--- config.mk ---
export PLATFORM = sky130hd
export DESIGN_NAME = bus_sync_pipe
export DESIGN_NICKNAME = d
export VERILOG_FILES = /design/src/rtl/bus_sync_pipe.sv
export SDC_FILE = /design/constraint.sdc
export NUM_CORES = 1
export LEC_CHECK = 0
export CAP_MARGIN = 20
export CORE_ASPECT_RATIO = 1.4
export CORE_MARGIN = 1
export CORE_UTILIZATION = 45
export DETAILED_ROUTE_END_ITERATION = 12
export DONT_BUFFER_PORTS = 1
export REMOVE_ABC_BUFFERS = 1
export SLEW_MARGIN = 20
export SYNTH_ARGS = -nofsm -noshare
export SYNTH_HDL_FRONTEND = slang
export SYNTH_SLANG_ARGS = --single-unit
--- constraint.sdc ---
create_clock -name clk -period 2.4 [get_ports clk]
set_clock_uncertainty 0.05 [all_clocks]
set_input_delay 0 -clock clk [delete_from_list [all_inputs] [get_ports clk]]
set_output_delay 0 -clock clk [all_outputs]
set_load 0.02 [all_outputs]
--- src/rtl/bus_sync_pipe.sv ---
// rtl/bus_sync_pipe.sv - in-order command queue with single-outstanding master handshake and response timeout
module bus_sync_pipe #(
  parameter type cp_t    = logic [31:0],
  parameter type dp_t    = logic [31:0],
  parameter int  DEPTH   = 2,
  parameter int  TIMEOUT = 255,
  parameter dp_t ERRDATA = '1
) (
  input  logic                       clk,
  input  logic                       resetn,
  input  logic                       cpvalids,
  input  cp_t                        cpdatas,
  output logic                       cpreadys,
  output logic                       dpvalids,
  output dp_t                        dpdatas,
  output logic                       dperrs,
  output logic                       ovfs,
  output logic [$clog2(DEPTH+1)-1:0] pending,
  output logic                       cpvalidm,
  output cp_t                        cpdatam,
  input  logic                       dpreadym,
  input  dp_t                        dpdatam
);

  localparam int CW   = $clog2(DEPTH + 1);
  localparam int PW   = (DEPTH > 1) ? $clog2(DEPTH) : 1;
  localparam int TW   = (TIMEOUT > 1) ? $clog2(TIMEOUT) : 1;
  localparam int TLIM = (TIMEOUT > 0) ? TIMEOUT - 1 : 0;

  typedef enum logic [1:0] {S_IDLE, S_BUSY, S_GAP} state_t;

  state_t          r_state;
  cp_t             r_mem [DEPTH];
  logic [PW-1:0]   r_wptr;
  logic [PW-1:0]   r_rptr;
  logic [CW-1:0]   r_count;
  logic [TW-1:0]   r_wait;
  logic            r_cpvalidm;
  cp_t             r_cpdatam;
  logic            r_dpvalids;
  dp_t             r_dpdatas;
  logic            r_dperrs;
  logic            r_ovfs;

  logic            w_rdy;
  logic            w_acc;
  logic            w_busy;
  logic            w_tmo;
  logic            w_pop;
  logic            w_have;
  cp_t             w_head;

  assign w_rdy  = (r_count < CW'(DEPTH));
  assign w_acc  = cpvalids & w_rdy;
  assign w_busy = (r_state == S_BUSY);
  assign w_tmo  = (TIMEOUT > 0) && w_busy && !dpreadym && (r_wait == TW'(TLIM));
  assign w_pop  = w_busy & (dpreadym | w_tmo);
  // An accept into an empty queue bypasses storage so the master sees it one cycle later.
  assign w_have = (r_count != '0) || w_acc;
  assign w_head = (r_count != '0) ? r_mem[r_rptr] : cpdatas;

  always_ff @(posedge clk or negedge resetn) begin
    if (!resetn) begin
      r_state    <= S_IDLE;
      for (int i = 0; i < DEPTH; i++) r_mem[i] <= '0;
      r_wptr     <= '0;
      r_rptr     <= '0;
      r_count    <= '0;
      r_wait     <= '0;
      r_cpvalidm <= 1'b0;
      r_cpdatam  <= '0;
      r_dpvalids <= 1'b0;
      r_dpdatas  <= '0;
      r_dperrs   <= 1'b0;
      r_ovfs     <= 1'b0;
    end else begin
      if (cpvalids && !w_rdy) r_ovfs <= 1'b1;

      if (w_acc) begin
        r_mem[r_wptr] <= cpdatas;
        r_wptr        <= (r_wptr == PW'(DEPTH - 1)) ? '0 : r_wptr + PW'(1);
      end
      if (w_pop) r_rptr <= (r_rptr == PW'(DEPTH - 1)) ? '0 : r_rptr + PW'(1);

      case ({w_acc, w_pop})
        2'b10:   r_count <= r_count + CW'(1);
        2'b01:   r_count <= r_count - CW'(1);
        default: r_count <= r_count;
      endcase

      // Completion beats timeout when both land in the same BUSY cycle.
      r_dpvalids <= w_pop;
      if (w_pop) begin
        r_dpdatas <= dpreadym ? dpdatam : ERRDATA;
        r_dperrs  <= !dpreadym;
      end

      case (r_state)
        S_IDLE, S_GAP: begin
          if (w_have) begin
            r_state    <= S_BUSY;
            r_cpvalidm <= 1'b1;
            r_cpdatam  <= w_head;
            r_wait     <= '0;
          end else begin
            r_state    <= S_IDLE;
            r_cpvalidm <= 1'b0;
          end
        end
        S_BUSY: begin
          if (w_pop) begin
            r_state    <= S_GAP;
            r_cpvalidm <= 1'b0;
          end else if (TIMEOUT > 0) begin
            r_wait <= r_wait + TW'(1);
          end
        end
        default: begin
          r_state    <= S_IDLE;
          r_cpvalidm <= 1'b0;
        end
      endcase
    end
  end

  assign cpreadys = w_rdy;
  assign pending  = r_count;
  assign cpvalidm = r_cpvalidm;
  assign cpdatam  = r_cpdatam;
  assign dpvalids = r_dpvalids;
  assign dpdatas  = r_dpdatas;
  assign dperrs   = r_dperrs;
  assign ovfs     = r_ovfs;

endmodule
==> results.env <==
DRT-PASS1-ITER-COUNT=4
SYNTH_TOP_CELLS_BY_AREA='dfrtp_1, mux2_1, mux2i_1'
FINAL.HOLD.WORST_SLACK_NS=-0.768
MAIN_COMBINATIONAL_CELL_FAMILY_BY_AREA_AFTER_SYNTHESIS='multiplexers'
HIGHEST-SIGNAL-LAYER='met4'
ROUTED-WL-MET2_UM=6190
TOTAL_LEAKAGE_POWER_nW=3.28
PORT_BUFS=0
INITIAL_ANTENNA_VIOLATION_COUNT=0
TIMING.FMAX_MHz=522
MET3_LENGTH_UM=732
CRIT-REG2REG-LAUNCH='r_wait[0]'
WIRE_PER_INST_UM=16.4
GLOBAL_ROUTE_WIRE_LENGTH_BEFORE_REPAIR_UM=20700
FINISH.NET_COUNT=629
FILLERINSTANCES=1088
PLACE.DETAILED.HPWL_UM=7460
ROUTED_WL_UM=12300
SETUP_CRIT_START='r_wait[0]'
SYNTH_TO_FINAL_AREA_CHANGE_PCT=24.0
MULTI_INPUT_COMB_AREA_SQ_MM=0.00229
FAILED_CHECKS='hold timing'
PLACE_INST=651
FF_LATCH_AREA_SQ_MM=0.00365
POST_SYNTH.CELL_AREA_AVG_SQ_UM=12.2
POSTSYNTH.ASYNCRESETSHARE=1.00
NUM_VIAS=3914
FRACTION_OF_THE_MAPPED_NETLIST_AREA_IN_ADDER_CELLS=0.00617
DRC=0
TRITONCTS='built'
SYNTH_ENABLE_FLOP_CELLS=0
COMPOUND_GATE_PORTION_OF_THE_SYNTHESIZED_AREA=0.115
RELSLEWSLACK=0.652
ANTENNA_CELLS=0
IO_PINS=139
CORE_REGION_AREA_SQ_MM=0.0130
TIMING.CRITICAL_PATH.ARRIVAL_NS=2.17
TIMING.FINAL.WS_SETUP_NS=0.484
SYNTH_SEQ_CELLS=146
WL_MET1_UM=5160
CTS.SINK_COUNT=146
INITIAL_UTILIZATION=0.468
WORST_SETUP_PATH_START_KIND='flop'
ROOT_BUFFER='clkbuf_16'
DIE_AREA_SQ_MM=0.0140
STATUS='finished with violations'
TIGHTEST_SLEW_NS=0.521
NUMBER_OF_GLOBAL_ROUTE_VIAS_BEFORE_REPAIR=4175
CRIT_PATH_MAX_FANOUT=18
CTS_INSERTED_BUFFERS=17
CLOCK_TREE.BUFFER_DEPTH=2
CTS_MAX_LEVEL=4
VIAS_PER_CELL=5.23
MUXSHAREOFSYNTHAREA=0.174
POST_CTS_RESIZED=0
DRTANTENNAVIOLNETS=0
VERT_DIE_DIM_UM=140
TIMING.FINAL.SETUP_VIOLATIONS=0
REPORT.FINAL.HOLD_VIOL_COUNT=146
GLOBALROUTEOVERFLOWTOTAL=0
SYNTHDOMINANTCELLAREASHARE=0.601
WORSTREGTOREGCELLS=6
LARGEST_NET_DEGREE_AT_THE_START_OF_GLOBAL_ROUTING=147
RSZ0062_AT_GRT='no'
FINAL_CELLS=749
MIN-DELAY-PATH-CLASS='in -> async'
CLK_PIN_SLEW_NS=0.06
SYNTH_CELL_TYPES=32
SYNTH_SIMPLE_GATE_AREA_SHARE=0.0675
YS_WARN_COUNT=0
CTS_SETUP_BUFFERS=0
DRV_SLEW=0
MIN_PERIOD_OVER_PERIOD=0.798
DP_SLACK_NS=0.491
SYNTH.YOSYS.SEQ_AREA_SHARE=0.601
PLACER_CONGESTION=0.777
TIMING.MAX_CAP.VIOLATIONS=0
SYNTH-MAIN-FF-CELL='dfrtp_1'
POSTSYNTHCELLCOUNT=498
SETUP.WORST_PATH.CLASS='reg -> reg'
CORE.ROWCOUNT=49
VDD_DROP_MAX_mV=0.793
POWER-PER-CELL-AREA_mW_PER_MM2=1450
SYNTHDOMINANTAREACELLTYPE='dfrtp_1'
FINAL_LAYOUT_SIZE_SUFFIX_GT1_FRAC=0.0823
FINALWORSTPATHREQUIREDPERIOD_NS=1.92
NUMBER_OF_DRC_MARKERS_IN_ITERATION_0=112
TOTAL_ROUTING_USAGE_GR=0.192
DIE_W_UM=100
FIN_TNS_SETUP_NS=0
WORST_EP_REQUIRED_TIME_NS=2.65
TIMING.CRITICAL_PATH.TO_TYPE='flop'
CTS_HOLD_BUF=66
SYNTH-XOR-AREA-SHARE=0.0101
SYN_AREA_SQ_MM=0.00608
INSERTION_DELAY_NS=0.41
==> flip-flops by register name, indices dropped and copies added (netlist names), 2 cells and up <==
register,cells
cpdatam,32
dpdatas,32
pending,2
r_mem,64
r_state,2
r_wait,8
==> logic make-up (layout without fill, tap and decap cells) <==
family                   after synthesis  count (layout)
AND/OR/NAND/NOR                       97              97
multiplexers                          97              97
adder cells (fa/ha/maj)                3               3
buffers and inverters                 37             110
AO/OA/AOI/OAI                        111             111
flip-flops                           146             146
XOR/XNOR                               7               7
==> layout make-up <==
cell class,count,share of cell area
multi-input combinational,315,0.303
timing repair buffer,74,0.102
clock inverter,13,0.0197
inverter,4,0.00199
clock buffer,19,0.0587
tap,178,0.0295
sequential,146,0.485
==> per-stage QoR <==
stage / total power (W) / hold WS, ns / cell area [sq um] / util
2_1_floorplan: 0.00738 / -0.346 / 5930 / -
3_3_place_gp: 0.00814 / -0.342 / 6290 / 0.484
3_5_place_dp: 0.00829 / -0.342 / 6290 / 0.484
4_1_cts: 0.0111 / -0.795 / 7540 / 0.580
5_1_grt: 0.0117 / -0.793 / 7540 / 0.580
6_report: 0.0109 / -0.768 / 7540 / 0.580
==> synth_stat cells, drive strengths merged (2+ instances only) <==
cell type / instances
nand3: 10
o21ai: 37
mux2: 65
buf: 16
nor3: 2
nor2: 39
inv: 4
ha: 3
clkbuf: 17
xnor2: 6
o2bb2ai: 2
dfrtp: 146
a21oi: 33
mux2i: 32
a21o: 6
nand2: 38
o22a: 32
==> report_power, final <==
part	total, W	switching (W)	leakage, nW	internal, W
Combinational	0.00320	0.00162	1.26	0.00158
Sequential	0.00510	0.00146	1.73	0.00364
Clock	0.00263	0.00105	0.281	0.00157
Total	0.0109	0.00414	3.28	0.00680
==> worst max-delay path: stages (launching register included) <==
cell and delay (ns):
dfrtp_1 0.42, inv_1 0.07, ha_1 0.13, and3_1 0.16, a21o_1 0.46, mux2_4 0.34, a21o_1 0.18
==> cell usage in the layout, fill, tap and decap left out, types with 2 or more instances in the layout <==
master and instances:
dfrtp_1 145, dlygate4sd3_1 66, mux2_1 64, nand2_1 38
o21ai_1 37, nor2_1 36, a21oi_1 33, mux2i_1 32
o22a_1 32, clkbuf_16 17, nand3_1 9, xnor2_1 6
a21o_1 5, inv_6 4, buf_4 4, buf_12 4
inv_1 3, ha_1 3, clkinv_4 3, clkinvlp_4 3
nor2_4 2, nor3_1 2, o2bb2ai_1 2, bufinv_16 2
==> metal layers <==
metal,vias to the layer above,track usage
met2,112,0.330
met3,19,0.0578
met4,0,0.0679
met5,-,0
met1,1909,0.225
li1,1874,-
==> worst paths after layout <==
| path | endpoint | slack, ns |
|---|---|---|
| max | r_wait[4] | 0.48 |
| min reg2reg | r_mem[38] | 0.43 |
| min in group clk | r_mem[26] | 0.04 |
| min | cpdatam[6] | -0.77 |
| max reg2reg | r_wait[4] | 0.48 |
| max in group asynchronous | r_state[0] | 2.85 |
Note: power is estimated with default switching activity, not from simulation.
